--- src/rtl/fc_match_stage.sv ---
// Firing-control matching stage: pairs left/right operand tokens sharing a {node, gen}
// key through a DEPTH-entry associative store; unary tokens bypass the store.
module fc_match_stage #(
  parameter  int unsigned NODE_W = 16,
  parameter  int unsigned GEN_W  = 12,
  parameter  int unsigned DATA_W = 32,
  parameter  int unsigned DEPTH  = 16,
  localparam int unsigned CW     = $clog2(DEPTH + 1)
) (
  input  logic              clk,
  input  logic              rst,
  input  logic              in_vld_i,
  output logic              in_rdy_o,
  input  logic              in_lr_i,
  input  logic [NODE_W-1:0] in_node_i,
  input  logic [GEN_W-1:0]  in_gen_i,
  input  logic [DATA_W-1:0] in_opr_i,
  input  logic              in_uni_i,
  input  logic              flush_i,
  output logic              out_vld_o,
  input  logic              out_rdy_i,
  output logic [NODE_W-1:0] out_node_o,
  output logic [GEN_W-1:0]  out_gen_o,
  output logic [DATA_W-1:0] out_l_o,
  output logic [DATA_W-1:0] out_r_o,
  output logic              out_uni_o,
  output logic [CW-1:0]     cnt_o,
  output logic              full_o,
  output logic              empty_o,
  output logic              stall_full_o
);

  localparam int unsigned KEY_W = NODE_W + GEN_W;
  localparam int unsigned IW    = $clog2(DEPTH);

  // S0 stage
  logic              s0_vld_q, s0_vld_d;
  logic              s0_lr_q,  s0_lr_d;
  logic              s0_uni_q, s0_uni_d;
  logic [KEY_W-1:0]  s0_key_q, s0_key_d;
  logic [DATA_W-1:0] s0_opr_q, s0_opr_d;

  // Matching store
  logic [DEPTH-1:0]  ent_vld_q, ent_vld_d;
  logic [KEY_W-1:0]  ent_key_q [DEPTH];
  logic [KEY_W-1:0]  ent_key_d [DEPTH];
  logic [DATA_W-1:0] ent_dat_q [DEPTH];
  logic [DATA_W-1:0] ent_dat_d [DEPTH];
  logic [CW-1:0]     cnt_q, cnt_d;
  logic              stall_q, stall_d;

  // S1 output register
  logic              out_vld_q, out_vld_d;
  logic [KEY_W-1:0]  out_key_q, out_key_d;
  logic [DATA_W-1:0] out_l_q,   out_l_d;
  logic [DATA_W-1:0] out_r_q,   out_r_d;
  logic              out_uni_q, out_uni_d;

  logic          hit, free_vld;
  logic [IW-1:0] hit_idx, free_idx;
  logic          full, fire, s0_adv, accept;

  // Priority lookup: lowest-index key hit and lowest-index free slot
  always_comb begin
    hit      = 1'b0;
    hit_idx  = '0;
    free_vld = 1'b0;
    free_idx = '0;
    for (int i = 0; i < DEPTH; i++) begin
      if (!hit && ent_vld_q[i] && (ent_key_q[i] == s0_key_q)) begin
        hit     = 1'b1;
        hit_idx = IW'(i);
      end
      if (!free_vld && !ent_vld_q[i]) begin
        free_vld = 1'b1;
        free_idx = IW'(i);
      end
    end
  end

  assign full     = (cnt_q == CW'(DEPTH));
  assign fire     = s0_vld_q & (s0_uni_q | hit);
  assign s0_adv   = ~flush_i & (fire ? (~out_vld_q | out_rdy_i) : (s0_vld_q & ~full));
  assign in_rdy_o = ~flush_i & (~s0_vld_q | s0_adv);
  assign accept   = in_vld_i & in_rdy_o;

  always_comb begin
    s0_vld_d  = s0_vld_q;
    s0_lr_d   = s0_lr_q;
    s0_uni_d  = s0_uni_q;
    s0_key_d  = s0_key_q;
    s0_opr_d  = s0_opr_q;
    ent_vld_d = ent_vld_q;
    ent_key_d = ent_key_q;
    ent_dat_d = ent_dat_q;
    cnt_d     = cnt_q;
    stall_d   = stall_q | (s0_vld_q & ~s0_uni_q & ~hit & full);
    out_vld_d = out_vld_q;
    out_key_d = out_key_q;
    out_l_d   = out_l_q;
    out_r_d   = out_r_q;
    out_uni_d = out_uni_q;

    if (flush_i) begin
      ent_vld_d = '0;
      s0_vld_d  = 1'b0;
      cnt_d     = '0;
    end else begin
      if (s0_adv && !s0_uni_q) begin
        if (hit) begin
          ent_vld_d[hit_idx] = 1'b0;
          cnt_d              = cnt_q - CW'(1);
        end else begin
          ent_vld_d[free_idx] = 1'b1;
          ent_key_d[free_idx] = s0_key_q;
          ent_dat_d[free_idx] = s0_opr_q;
          cnt_d               = cnt_q + CW'(1);
        end
      end
      if (accept) begin
        s0_vld_d = 1'b1;
        s0_lr_d  = in_lr_i;
        s0_uni_d = in_uni_i;
        s0_key_d = {in_node_i, in_gen_i};
        s0_opr_d = in_opr_i;
      end else if (s0_adv) begin
        s0_vld_d = 1'b0;
      end
    end

    // S1 loads on a firing advance, otherwise drains on out_rdy_i
    if (s0_adv && fire) begin
      out_vld_d = 1'b1;
      out_key_d = s0_key_q;
      out_uni_d = s0_uni_q;
      out_l_d   = s0_opr_q;
      out_r_d   = '0;
      if (!s0_uni_q) begin
        if (s0_lr_q) begin
          out_l_d = ent_dat_q[hit_idx];
          out_r_d = s0_opr_q;
        end else begin
          out_r_d = ent_dat_q[hit_idx];
        end
      end
    end else if (out_rdy_i) begin
      out_vld_d = 1'b0;
    end
  end

  always_ff @(posedge clk or negedge rst) begin
    if (!rst) begin
      s0_vld_q  <= 1'b0;
      s0_lr_q   <= 1'b0;
      s0_uni_q  <= 1'b0;
      s0_key_q  <= '0;
      s0_opr_q  <= '0;
      ent_vld_q <= '0;
      for (int i = 0; i < DEPTH; i++) begin
        ent_key_q[i] <= '0;
        ent_dat_q[i] <= '0;
      end
      cnt_q     <= '0;
      stall_q   <= 1'b0;
      out_vld_q <= 1'b0;
      out_key_q <= '0;
      out_l_q   <= '0;
      out_r_q   <= '0;
      out_uni_q <= 1'b0;
    end else begin
      s0_vld_q  <= s0_vld_d;
      s0_lr_q   <= s0_lr_d;
      s0_uni_q  <= s0_uni_d;
      s0_key_q  <= s0_key_d;
      s0_opr_q  <= s0_opr_d;
      ent_vld_q <= ent_vld_d;
      for (int i = 0; i < DEPTH; i++) begin
        ent_key_q[i] <= ent_key_d[i];
        ent_dat_q[i] <= ent_dat_d[i];
      end
      cnt_q     <= cnt_d;
      stall_q   <= stall_d;
      out_vld_q <= out_vld_d;
      out_key_q <= out_key_d;
      out_l_q   <= out_l_d;
      out_r_q   <= out_r_d;
      out_uni_q <= out_uni_d;
    end
  end

  assign out_vld_o    = out_vld_q;
  assign out_node_o   = out_key_q[KEY_W-1:GEN_W];
  assign out_gen_o    = out_key_q[GEN_W-1:0];
  assign out_l_o      = out_l_q;
  assign out_r_o      = out_r_q;
  assign out_uni_o    = out_uni_q;
  assign cnt_o        = cnt_q;
  assign full_o       = full;
  assign empty_o      = (cnt_q == '0);
  assign stall_full_o = stall_q;

endmodule

--- config.mk ---
export PLATFORM = sky130hd
export DESIGN_NAME = fc_match_stage
export DESIGN_NICKNAME = d
export VERILOG_FILES = /design/src/rtl/fc_match_stage.sv
export SDC_FILE = /design/constraint.sdc
export NUM_CORES = 2
export LEC_CHECK = 0
export CAP_MARGIN = 40
export CORE_MARGIN = 10
export CORE_UTILIZATION = 58
export CTS_CLUSTER_SIZE = 16
export DETAILED_ROUTE_END_ITERATION = 6
export PLACE_DENSITY = 0.72
export SLEW_MARGIN = 20
export SYNTH_ARGS = -nofsm -noshare
export SYNTH_HDL_FRONTEND = slang
export SYNTH_SLANG_ARGS = --single-unit
export TNS_END_PERCENT = 10
--- constraint.sdc ---
create_clock -name clk -period 5.4 [get_ports clk]
set_clock_uncertainty 0.05 [all_clocks]
set_input_delay 0.54 -clock clk [delete_from_list [all_inputs] [get_ports clk]]
set_output_delay 0.54 -clock clk [all_outputs]
set_load 0.005 [all_outputs]
# After elaboration in Yosys (flattened, before gate mapping)
# Cells that the tools add are included.
# W data, S select, Z words.
# word_totals
regBits	1139
word_cells	286
input_bits	67
output_inout_bits	103
# op_classes
reduce_logical	102
order_cmp	7
n_eq_ne	17
add_sub_neg	2
n_mux	90
n_bitwise	23
# ops
cell	n
$bwmux W512	1
$bwmux W448	1
$eq A28 B28 Y1	16
$mux W32	7
$bmux W32 S4	1
$demux W32 S4	1
$demux W28 S4	1
$mux W4	28
$logic_and A1 B1 Y1	51
$mux W16	3
$logic_not A1 Y1	45
$mux W1	41
$mux W28	1
$and A16 B16 Y16	1
$not A16 Y16	1
$or A16 B16 Y16	1
$mux W5	3
$ge A5 B5 Y1 const B	2
$lt A4 B5 Y1 const B	2
$not A4 Y5	2
$and A1 B1 Y1	8
$demux W1 S4	2
$ge A4 B1 Y1 const B	2
$not A1 Y1	6
other kinds (10)	14

# Longest topological paths before layout
# depth
word_depth	72
mapped_depth	18
depth_no_buf	15

# Worst setup path before layout
# No wires, ideal clock.
# synth_timing
kind	reg2reg
from	register s0_key_q[2]
to	register out_r_q[10], in the netlist out_r_o[10]
synth_period_minus_slack_ps	3741
path_slack_ps	1659
arrival_ps	3561
setup_time_ps	130
t_required_ps	5220
stages_incl_launch_ff	15
n_path_buf	3
cell_sequence	dfrtp_1 > buf_2 > xnor2_1 > nand2_1 > or3b_2 > nor4_2 > nand4_4 > nor4_4 > or3_1 > buf_4 > buf_6 > mux2_4 > a2111o_1 > nor3_2 > o21ai_1
# synth_between
elab_chain_cells	69
elab_cells_between_ends	104
classes_between	eq/ne (16); mux (37); bitwise (4); reduce/logical (47)
# synth_rtl
item	line_no	rtl
start, declared	40	logic [KEY_W-1:0] s0_key_q, s0_key_d;
start signal, assigned	174	s0_key_q <= s0_key_d;
$eq A28 B28 Y1	70	if (!hit && ent_vld_q[i] && (ent_key_q[i] == s0_key_q)) begin
$logic_and A1 B1 Y1	70	
$mux W1	70	
$logic_not A1 Y1	70	
$logic_and A1 B1 Y1 (2 in a row)	70	
$mux W1	70	
$logic_not A1 Y1	70	
$logic_and A1 B1 Y1 (2 in a row)	70	
[... 49 more ...]	n/a	
$logic_not A1 Y1	70	
$logic_and A1 B1 Y1 (2 in a row)	70	
$mux W4	70	
$not A4 Y5 (not written as such)	143	out_r_d = ent_dat_q[hit_idx];
$bmux W32 S4	143	
$mux W32 (not written as such) (2 in a row)	143	
$mux W32	139	if (s0_lr_q) begin
$mux W32	138	if (!s0_uni_q) begin
end signal, assigned	186	out_r_q <= out_r_d;
end, declared	56	logic [DATA_W-1:0] out_r_q, out_r_d;
# Parallel ways exist; a longest one is shown, timed or not. The select of a mux whose other input is x is not followed.
# A chain may end at the register's enable or synchronous reset.

# Worst setup path after layout
# layout_timing
from	register s0_key_q[22]
to	output port in_rdy_o
# layout_between
elab_chain_cells	69
elab_cells_between_ends	84
classes_between	eq/ne (16); mux (17); bitwise (5); reduce/logical (46)
# layout_rtl
item	line_no	rtl
$eq A28 B28 Y1	70	
$logic_and A1 B1 Y1	70	
$mux W1	70	
$logic_not A1 Y1	70	
$logic_and A1 B1 Y1 (2 in a row)	70	
$mux W1	70	
$logic_not A1 Y1	70	
$logic_and A1 B1 Y1 (2 in a row)	70	
[... 50 more ...]	n/a	
$logic_and A1 B1 Y1 (2 in a row)	70	
$mux W1 (*)	70	
$or A1 B1 Y1 (*)	82	assign fire = s0_vld_q & (s0_uni_q | hit);
$and A1 B1 Y1 (*)	82	
$mux W1 (*)	83	assign s0_adv = ~flush_i & (fire ? (~out_vld_q | out_rdy_i) : (s0_vld_q & ~full));
$and A1 B1 Y1 (*)	83	
$or A1 B1 Y1 (*)	84	assign in_rdy_o = ~flush_i & (~s0_vld_q | s0_adv);
$and A1 B1 Y1 (*)	84	
end, declared	13	output logic in_rdy_o,
# Every way passes the cells marked *; elsewhere a longest branch is shown, timed or not.

==> reports/qor.csv <==
metric;value;unit
CTS sink cnt;1139;
f_max;192;MHz
WL/cell;27.1;um
Top FF cell, synth;dfrtp_1;
CTS H-tree lvls;3;
Hold Crit Class;input pin to register;
share of Yosys cell area claimed by the top area cell type;51.7;%
final hold vios;0;
leakage;29.8;nW
grt total ovfl;0;
Placeable Area;0.0947;mm2
sequential area share after synthesis;51.7;%
synth top area cells;dfrtp_1, mux2_2, xnor2_1, xor2_1, mux2i_1;
IO Port Bufs;169;
TritonCTS buffer count;116;
post-synth cell types;71;
CP startpoint;s0_key_q[22]$_DFFE_PN0P_;
die area;0.108;mm2
final setup fails;0;
syn_area_per_cell;12.6;um2
Worst EP required;4.81;ns
IO Count;170;
Clock Tree Buf Depth;3;
min Tclk post-route;5.21;ns
Net Count, Synth;4452;
Antenna Violating Nets Remaining;0;
Rows;113;
Initial Utilization;58.2;%
WP data arrival;4.62;ns
Worst setup EP type;primary output;
vias;37100;
EDFF count, synth;0;
Crit Reg-Reg Endpoint;out_r_o[0]$_DFFE_PN0P_;
Die Span Y;328;um
RD Place Congestion;0.899;
setup TNS;0;ns
#FFs+latches synth;1139;
CP max FO;14;
area of the mapped netlist;0.0551;mm2
Tot GR Track Use;28.8;%
layout cells sized above 1;33.4;%
root buf cell;clkbuf_16;
DR pass1 iterations;5;
CTS tree;built;
cell accounting for the most synthesized area;dfrtp_1;
Slew @ Worst Pin;0.906;ns
max cap viols;0;
Slew Limit Fails;0;
final WL;157000;um
crit path kind;register to primary output;
Die Wd;328;um
Skew-Pair Late Insertion Delay;0.72;ns
final worst-path cycle share;96.4;%
outcome;finished, final reports clean;
Startpoint Class;register;
pin count of the biggest net entering global routing;145;
antenna violations before repair;2;
vias per cell;6.40;
Setup crit end;in_rdy_o;
vias in the first global route;38000;
final net count;4506;
most common cell in the netlist;dfrtp_1;
Area growth syn-to-layout;14.3;%
final instance area;0.0630;mm2
VDD IR max;0.000265;V
Clk pin slew, worst setup/hold paths;0.06;ns
reg2reg start;s0_key_q[10]$_DFFE_PN0P_;
initial DRC count;3451;
Synth top cells by count;dfrtp_1, mux2_2, xnor2_1;
Pwr Density;348;mW/mm2
R2R cell count;12;
placed cell areas;0.0587;mm2
YS warnings;0;
Async SR Flop Fraction;100;%
reg2reg setup slack;0.42;ns
max_slew headroom;39.6;%
post-DP HPWL;97800;um
cells after synthesis;4381;
first-pass GRT wire length;240000;um
unrepaired setup endpoints after global routing;false;
DRC violations left;0;
==> layer usage <==
layer  vias up  share of wire (%)  track usage [%]
met5         -             0.0083                0
met2      1351                 48             47.7
met3       384                6.4             4.49
met4         2                4.0             10.5
li1      16000                  -                -
met1     19400                 42             38.2
==> per-stage QoR <==
| step | hold WS [ns] | util (%) | setup slack, ns | total power [mW] | std cells |
|---|---|---|---|---|---|
| after detailed placement | 0.426 | 62.0 | 0.535 | 13.3 | 5577 |
| final | 0.380 | 66.5 | 0.193 | 21.9 | 5802 |
| after global placement | 0.417 | 61.8 | 0.670 | 13.2 | 5570 |
| after floorplan | 0.194 | - | 1.66 | 11.7 | 4381 |
| after global routing | 0.364 | 66.5 | 0.00727 | 22.7 | 5801 |
| after CTS | 0.345 | 66.4 | 0.0769 | 22.0 | 5797 |
==> power breakdown <==
part	internal (mW)	switching, mW
sequential	9.14	0.880
clock	5.18	3.54
combinational	1.60	1.57
==> repair_timing <==
item	4_1_cts	5_1_grt
hold buffers	1	0
setup buffers	0	0
endpoints found under the setup margin	0	1
gates resized for setup	0	10
endpoints found under the hold margin	71	0
==> cell type report <==
class                   count  area, um2
repair buffers            346       3760
inverters                  25       93.8
fillers                  7067      31700
diodes                      1       2.50
clock inverters            45        702
well taps                1265       1580
flip-flops and latches   1139      28600
multi-input cells        2807      24900
clock buffers             174       3480
==> cells by family (layout without fill, tap and decap cells) <==
kind of cell             after synthesis  count (layout)  synth area share (%)
multiplexers                        1197            1197                  24.3
flip-flops                          1139            1139                  51.7
AND/OR/NAND/NOR                      659             659                  7.14
AO/OA/AOI/OAI                        505             505                  5.98
XOR/XNOR                             442             442                  7.10
buffers and inverters                435             590                  3.64
adder cells (fa/ha/maj)                4               4                 0.104
other                                  0               1                     0
==> registers in the layout, summed over array words and instances (netlist names), 5 cells and up <==
register / flops
s0_key_q: 28
ent_dat_q: 512
s0_opr_q: 32
out_l_o: 32
out_key_q: 28
ent_key_q: 448
ent_vld_q: 16
cnt_o: 5
out_r_o: 32
==> worst min-delay path by stage <==
stage | start | endpoint | slack, ns | cells after the start
floorplan | rst | cnt_o[0]$_DFFE_PN0P_ | 0.19 | 0
global placement | ent_dat_q[439]$_DFFE_PN0P_ | ent_dat_q[439]$_DFFE_PN0P_ | 0.42 | 1
detailed placement | out_key_q[15]$_DFFE_PN0P_ | out_key_q[15]$_DFFE_PN0P_ | 0.43 | 2
CTS | in_opr_i[0] | s0_opr_q[0]$_DFFE_PN0P_ | 0.35 | 2
global route | in_opr_i[16] | s0_opr_q[16]$_DFFE_PN0P_ | 0.36 | 2
finish | in_opr_i[0] | s0_opr_q[0]$_DFFE_PN0P_ | 0.38 | 2
==> critical path, stage by stage (launching register included) <==
cell and delay (ns):
dfrtp_2 0.68, buf_4 0.27, xnor2_1 0.16, nand4_1 0.13, nor4_1 0.36, and4_1 0.55, nand4b_2 0.25, nor3_2 0.10
buf_4 0.17, nand4b_1 0.15, mux2i_1 0.11, a21oi_1 0.35, clkdlybuf4s50_1 0.58
==> placed cells by master (no fill, tap or decap), drive strengths merged, types with 15 or more instances in the layout <==
master         Yosys  layout
nor2              26      26
a32oi             32      32
nand3             68      68
o21ai            161     161
and3              36      36
nor3              59      59
nand2            109     109
buf              196     177
o22ai             65      65
clkbuf           214     174
o2111ai           34      34
clkdlybuf4s50      0     168
xor2             159     159
nand4            175     175
bufinv             0      15
o31ai             39      39
nand2b            31      31
inv               24      28
a21oi            102     102
dfrtp           1139    1139
mux2            1067    1067
mux2i            130     130
a2111o            34      34
clkinv             1      19
xnor2            283     283
nor4              88      88
Note: power is estimated with default switching activity, not from simulation.
